File: config.mk
export PLATFORM = sky130hd
export DESIGN_NAME = simplez_uart_tx
export DESIGN_NICKNAME = d
export VERILOG_FILES = /design/src/rtl/simplez_io_defs_pkg.sv /design/src/rtl/simplez_baud_gen.sv /design/src/rtl/simplez_uart_tx.sv
export SDC_FILE = /design/constraint.sdc
export NUM_CORES = 1
export LEC_CHECK = 0
export BUFFER_PORTS_ARGS = -buffer_cell sky130_fd_sc_hd__buf_4
export CAP_MARGIN = 20
export CORE_UTILIZATION = 45
export CTS_BUF_LIST = sky130_fd_sc_hd__clkbuf_8 sky130_fd_sc_hd__clkbuf_16
export DETAILED_ROUTE_END_ITERATION = 10
export PLACE_DENSITY = 0.6
export SYNTH_ARGS = -nofsm -noshare
export SYNTH_HDL_FRONTEND = slang
export SYNTH_HIERARCHICAL = 1
export SYNTH_SLANG_ARGS = --single-unit
export TNS_END_PERCENT = 5
File: constraint.sdc
create_clock -name clk -period 5.6 [get_ports clk]
set_input_delay 1.4 -clock clk [delete_from_list [all_inputs] [get_ports clk]]
set_output_delay 1.4 -clock clk [all_outputs]
set_load 0.02 [all_outputs]
File: src/rtl/simplez_io_defs_pkg.sv
// Shared definitions for the simplez serial I/O blocks:
// transmitter FSM encoding, UART framing constants, board default baud.
package simplez_io_defs_pkg;

   typedef enum logic [1:0] {
      S_IDLE  = 2'd0,
      S_START = 2'd1,
      S_DATA  = 2'd2,
      S_STOP  = 2'd3
   } tx_state_t;

   localparam int DATA_BITS    = 8;
   localparam int STOP_BITS    = 1;

   // 12 MHz clock / 115200 baud
   localparam int DEF_BAUD_DIV = 104;

endpackage

File: src/rtl/simplez_baud_gen.sv
// Bit-period counter shared by the simplez UART blocks.
// Ports: clk, rstn (async low), clr (restart period), en (count),
//        tick (one-cycle pulse on the last cycle of each bit period).
module simplez_baud_gen
   import simplez_io_defs_pkg::*;
#(
   parameter int BAUD_DIV = DEF_BAUD_DIV,
   parameter int CNT_W    = 16
) (
   input  logic clk,
   input  logic rstn,
   input  logic clr,
   input  logic en,
   output logic tick
);

   localparam logic [CNT_W-1:0] LAST = CNT_W'(BAUD_DIV - 1);

   logic [CNT_W-1:0] cnt;

   assign tick = en & (cnt == LAST);

   always_ff @(posedge clk or negedge rstn) begin
      if (!rstn) begin
         cnt <= '0;
      end else if (clr) begin
         cnt <= '0;
      end else if (en) begin
         cnt <= (cnt == LAST) ? '0 : cnt + 1'b1;
      end
   end

endmodule

File: src/rtl/simplez_uart_tx.sv
// 8N1 LSB-first UART transmitter with a one-byte holding register.
// Ports: clk, rstn (async low), data/wr (byte write), ready (hold empty),
//        busy (frame on line), tx (registered serial output, idle high).
module simplez_uart_tx
   import simplez_io_defs_pkg::*;
#(
   parameter int BAUD_DIV = DEF_BAUD_DIV,
   parameter int CNT_W    = 16
) (
   input  logic       clk,
   input  logic       rstn,
   input  logic [7:0] data,
   input  logic       wr,
   output logic       ready,
   output logic       busy,
   output logic       tx
);

   localparam logic [2:0] LAST_BIT = 3'(DATA_BITS - 1);

   tx_state_t  state_q, state_d;
   logic [7:0] shift_q, shift_d;
   logic [7:0] hold_q, hold_d;
   logic [2:0] idx_q, idx_d;
   logic       hold_valid_q, hold_valid_d;
   logic       tx_q, tx_d;
   logic       load;
   logic       tick;

   simplez_baud_gen #(
      .BAUD_DIV (BAUD_DIV),
      .CNT_W    (CNT_W)
   ) u_baud (
      .clk  (clk),
      .rstn (rstn),
      .clr  (load),
      .en   (state_q != S_IDLE),
      .tick (tick)
   );

   assign ready = ~hold_valid_q;
   assign busy  = (state_q != S_IDLE);
   assign tx    = tx_q;

   always_comb begin
      state_d      = state_q;
      shift_d      = shift_q;
      hold_d       = hold_q;
      idx_d        = idx_q;
      hold_valid_d = hold_valid_q;
      tx_d         = tx_q;
      load         = 1'b0;

      // A write is only taken while the holding register is empty,
      // so it can never collide with a frame load below.
      if (wr && !hold_valid_q) begin
         hold_d       = data;
         hold_valid_d = 1'b1;
      end

      unique case (state_q)
         S_IDLE: begin
            if (hold_valid_q) load = 1'b1;
         end
         S_START: begin
            if (tick) begin
               state_d = S_DATA;
               tx_d    = shift_q[0];
               idx_d   = 3'd0;
            end
         end
         S_DATA: begin
            if (tick) begin
               if (idx_q == LAST_BIT) begin
                  tx_d    = 1'b1;
                  state_d = S_STOP;
               end else begin
                  shift_d = shift_q >> 1;
                  idx_d   = idx_q + 3'd1;
                  tx_d    = shift_q[1];
               end
            end
         end
         S_STOP: begin
            // Chain straight into the next start bit when a byte waits.
            if (tick) begin
               if (hold_valid_q) load = 1'b1;
               else              state_d = S_IDLE;
            end
         end
         default: ;
      endcase

      if (load) begin
         shift_d      = hold_q;
         hold_valid_d = 1'b0;
         tx_d         = 1'b0;
         state_d      = S_START;
      end
   end

   always_ff @(posedge clk or negedge rstn) begin
      if (!rstn) begin
         state_q      <= S_IDLE;
         shift_q      <= '0;
         hold_q       <= '0;
         idx_q        <= '0;
         hold_valid_q <= 1'b0;
         tx_q         <= 1'b1;
      end else begin
         state_q      <= state_d;
         shift_q      <= shift_d;
         hold_q       <= hold_d;
         idx_q        <= idx_d;
         hold_valid_q <= hold_valid_d;
         tx_q         <= tx_d;
      end
   end

endmodule

After elaboration in Yosys (flattened, before gate mapping)
Cells that the tools add are included. Widths: inputs -> output; s select.

Bits in registers: 39. Input port bits: 11. Logic and storage cells: 68.

Add/subtract/negate cells: 2. Equality and inequality tests: 14. Multiplexer cells: 28. Bitwise operators: 2. Reductions and logical operators: 15.

Operators with widths (count): $mux 16 (3); $mux 8 (4); $add 16x1->16 const B (1); $eq 16x7->1 const B (1); $ne 3x3->1 const B (5); $mux 2 (6); $reduce_bool 2->1 (6); $mux 3 (3); $mux 1 (8); $ne 2x2->1 const B (4); $pmux 2 s3 (1); $pmux 3 s2 (1); $reduce_and 3->1 (2); $reduce_and 6->1 (1); $eq 2x2->1 const B (2); $pmux 1 s2 (2); $reduce_and 4->1 (1); $reduce_bool 4->1 (1); $add 3x1->3 const B (1); $eq 3x3->1 const B (1); $reduce_bool 3->1 (1); $eq 2x1->1 const B (1); $logic_not 2->1 (1); $and 1x1->1 (1); other kinds (3) (3).

Depth between registers and ports, before layout
Word-level depth: 6. Depth in mapped cells: 13.

Modules after synthesis
Netlist, hierarchy kept.

Modules (own cells, without submodules): simplez_uart_tx (times used 1, cells each 93, area an instance 1187.4 µm²); simplez_baud_gen (times used 1, cells each 90, area an instance 898.4 µm²).

Least setup slack after synthesis
No wires, ideal clock.

Path type: reg-to-reg. Start: register u_baud.cnt[8]. End: register u_baud.cnt[9]. Library setup time: 0.130 ns. Arrival time: 2.595 ns. Required time: 5.470 ns. Slack: 2.875 ns. Stages on the path, launching flop included: 12. Buffers on the path: 1. Clock period less this slack: 2.725 ns. Path through: dfrtp_1 nor4_1 nand4_1 nor2_1 a21oi_1 or3_1 buf_4 inv_2 nor2_1 nor4_1 xnor2_1 nor2_1.

Cells in the longest elaborated chain, start to end: 5. Elaborated cells on any way between the ends: 9.

RTL lines: start: declaration (line simplez_baud_gen.sv:19) `logic [CNT_W-1:0] cnt;`; start signal: assignment (line simplez_baud_gen.sv:29) `cnt <= (cnt == LAST) ? '0 : cnt + 1'b1;`; $eq 16x7->1 * (line simplez_baud_gen.sv:21) `assign tick = en & (cnt == LAST);`; $and 1x1->1 * (line simplez_baud_gen.sv:21); named net tick (line simplez_uart_tx.sv:28) `logic tick;`; $mux 1 * (line simplez_uart_tx.sv:86) `if (tick) begin`; $pmux 1 s2 * (line simplez_uart_tx.sv:61) `unique case (state_q)`; named net load (line simplez_uart_tx.sv:27) `logic load;`; $mux 16 / $reduce_bool 2->1 (equally long branches).

Mark *: on every way through the listed nets, which the timed path passes. The rest lies on a longest branch. The select of a mux whose other input is x is not followed. A chain may end at the register's enable or synchronous reset.

Worst setup path after layout
Same ends and word-level chain as after synthesis.

==> flow_summary_export.csv <==
group,metric,value,unit
floorplanning,die-area,4910,µm²
floorplanning,fp.dieH,70.1,µm
clock_tree,numCtsBuffers,5,
hold_path,hp-class,"reg2reg",
sta,fin_setup_tns,0,ns
pwr,p_leak,1.09,nW
sta,maxSlewViolCount,0,
detailed_routing,wl_per_cell,15.2,µm
yosys,yosysUniqueCellTypes,45,
detailed_routing,remaining_drc_errors,0,
finish,drive_above_1_share,0.296,
sta,tightest_slew,0.770,ns
floorplanning,rows,24,
sta,rsz0062_at_grt,"false",
clock_tree,cts_resized,0,
placement,numPlacedInstances,243,
placement,numPortBuffers,13,
global_route,grt_max_degree,40,
pwr,cell_internal_pwr,0.000657,W
yosys,yosysSeqAreaShare,0.469,
finish,diodes,0,
status,status,"completed",
yosys,synth_commonest_cells,"38 x dfrtp_1, 18 x nor2_1, 17 x mux2_2",
detailed_routing,avgViaCountPerCell,5.76,
detailed_routing,routed_wl,3800,µm
yosys,synth_area_leader_cell,"dfrtp_1",
pwr,switchingPower,0.000288,W
clock_tree,hold_buffers,0,
yosys,ys_ff_latch,39,
global_route,grt_pass1_vias,1473,
yosys,synth-async-reset-ratio,1.00,
critical_path,cp_data_arrival_time,3.49,ns
clock_tree,cts_root_buf,"clkbuf_8",
critical_path,timing.critical_path.slowest_stage_cell,"or3_1",
yosys,synth-main-ff-cell,"dfrtp_1",
detailed_routing,vias,1447,
sta,setup_violations,0,
run,cap_violations,0,
global_route,grt_pass1_wl,6770,µm
detailed_routing,postRouteAntennaNets,0,
sta,slew_headroom,0.486,
yosys,avgSynthCellArea,11.4,µm²
critical_path,end_kind,"flop",
clock_tree,cts_tree,"built",
floorplanning,core,4410,µm²
clock_tree,cts.clk_slew.worst_paths,0.08,ns
critical_path,start_kind,"flop",
critical_path,cp_max_fo,10,
yosys,syn_nets,201,
clock_tree,ctsHtreeMaxLevel,2,
pwr,power_frac_clock,0.256,
sta,layout_min_cycle_time,3.33,ns
clock_tree,cts_setup_buffers,0,
yosys,synth_top_area_frac,0.456,
finish,fin_cells,251,
sta,period_share,0.595,
global_route,overflow,0,
pwr,p_seq_frac,0.459,
clock_tree,clk_latency,0.28,ns
sta,fin_worst_skew,0.00464,ns
critical_path,cp_slowest_stage_delay,0.59,ns
yosys,synth_edf_count,0,
sta,hold_viol_final,0,
pwr,combPwrFrac,0.285,
sta,fmax,300,MHz
critical_path,crit_top_cell,"nor2_1",
placement,place.gp.congestion,0.791,
yosys,yosysMostFrequentCell,"dfrtp_1",
critical_path,crit_chain,"nor4_1, nand4_1, nor2_1, a21oi_1, or3_1, inv_2, nor2_1, nor4_1, xnor2_1, nor2_1",
yosys,yosysWarnings,6,
finish,area_delta_synth_final,11.6,%
clock_tree,clock_tree.buffer_depth,2,
critical_path,critical_path_required,5.76,ns
floorplanning,io_pins,14,
pwr,power_density,406,nW/µm²
yosys,syn_inst,183,
floorplanning,die_w,70.1,µm
global_route,grtUsageTotal,0.173,
clock_tree,cts_num_sinks,39,
floorplanning,start_util,0.473,
yosys,synth_area,2090,µm²
finish,nNetsFinal,216,
pwr,p_sw_frac,0.305,
global_route,antenna_found_initial,0,
placement,hpwl,2700,µm
pwr,irDropWorstVdd,0.187,mV
detailed_routing,dr.first_iter.drc_count,105,
yosys,synthTopCellsByArea,"dfrtp_1 46%, mux2_2 9.2%, mux2_4 5.0%, ha_1 4.2%, nor2_1 3.2%",
detailed_routing,dr.pass1.iters,4,
critical_path,crit_type,"reg2reg",
## critical path: cells and delay by family, from the launching register on
kind,cells,cell delay (ns)
flops,1,0.44
xor+xnor,1,0.16
compound gates,1,0.12
buf+inv,1,0.26
simple gates,7,2.23
## logic make-up (layout without fill, tap and decap cells)
kind of cell,after synthesis,after routing,share of synthesized area
and+or+nand+nor,61,61,0.165
xor gates and xnor gates,10,10,0.0420
buffers and inverters,13,29,0.0330
DFF,39,39,0.469
adders and majority gates,7,7,0.0420
muxes,25,25,0.147
AOI/OAI and AO/OA,28,28,0.103
## metal layers
metal | track usage | share of wire | vias up
li1 | - | - | 698
met3 | 0.0418 | 0.026 | 4
met5 | 0 | 0 | -
met1 | 0.230 | 0.48 | 724
met4 | 0.0578 | 0.010 | 0
met2 | 0.276 | 0.48 | 21
## worst paths after layout
kind / startpoint / to / slack (ns) / cells past startpoint
hold reg to reg: tx$_DFFE_PN1P_ / tx$_DFFE_PN1P_ / 0.49 / 2
min in group asynchronous: rstn / state_q[1]$_DFFE_PN0P_ / 1.08 / 1
setup / recovery: u_baud/cnt[8]$_DFFE_PN0P_ / u_baud/cnt[9]$_DFFE_PN0P_ / 2.27 / 10
setup reg to reg: u_baud/cnt[8]$_DFFE_PN0P_ / u_baud/cnt[9]$_DFFE_PN0P_ / 2.27 / 10
max in group asynchronous: rstn / tx$_DFFE_PN1P_ / 4.18 / 1
hold / removal: tx$_DFFE_PN1P_ / tx$_DFFE_PN1P_ / 0.49 / 2
## final cells by class
class | instances | area, µm²
multi-input cells | 131 | 1040
flip-flops and latches | 39 | 977
inverters | 8 | 30.0
clock inverters | 2 | 35.0
repair buffers | 13 | 97.6
well taps | 52 | 65.1
clock buffers | 6 | 82.6
fillers | 396 | 2090
## per-stage QoR
step	total power, W	hold slack, ns	utilization	cell area (µm²)	worst slack (ns)
after CTS	0.000957	0.497	0.527	2330	2.27
after global placement	0.000696	0.485	0.501	2210	2.47
final	0.000945	0.491	0.527	2330	2.27
after floorplan	0.000637	0.453	-	2090	2.88
after global routing	0.00101	0.512	0.527	2330	2.08
after detailed placement	0.000710	0.485	0.501	2210	2.34
## placed cells by master, fill, tap and decap left out, types with 2 or more instances in the layout
| cell | Yosys | routed |
|---|---|---|
| a21oi_1 | 6 | 6 |
| a22o_1 | 6 | 6 |
| a31oi_1 | 4 | 4 |
| and4_2 | 2 | 2 |
| buf_4 | 1 | 13 |
| clkbuf_8 | 0 | 6 |
| dfrtp_1 | 38 | 38 |
| ha_1 | 7 | 7 |
| inv_1 | 6 | 6 |
| inv_2 | 2 | 2 |
| mux2_2 | 17 | 17 |
| mux2_4 | 7 | 7 |
| nand2_1 | 10 | 10 |
| nand2b_1 | 4 | 4 |
| nand3_1 | 4 | 4 |
| nand4_1 | 4 | 4 |
| nor2_1 | 18 | 18 |
| nor2b_1 | 2 | 2 |
| nor3_1 | 3 | 3 |
| nor4_1 | 6 | 6 |
| o21ai_1 | 2 | 2 |
| xnor2_1 | 6 | 6 |
| xor2_1 | 4 | 4 |
## power groups by stage
| stage | sequential, W | combinational, W | clock [W] |
|---|---|---|---|
| final | 0.000434 | 0.000269 | 0.000242 |
| after global routing | 0.000448 | 0.000303 | 0.000260 |
| after CTS | 0.000434 | 0.000273 | 0.000249 |
| after detailed placement | 0.000440 | 0.000270 | 0 |
| after global placement | 0.000438 | 0.000258 | 0 |
| after floorplan | 0.000416 | 0.000221 | 0 |
## flip-flops by register name, indices dropped and copies added, names as in the netlist
signal,flops
tx,1
state_q,2
hold_q,8
idx_q,3
hold_valid_q,1
u_baud/cnt,16
shift_q,8
(Power assumes the default switching activity.)
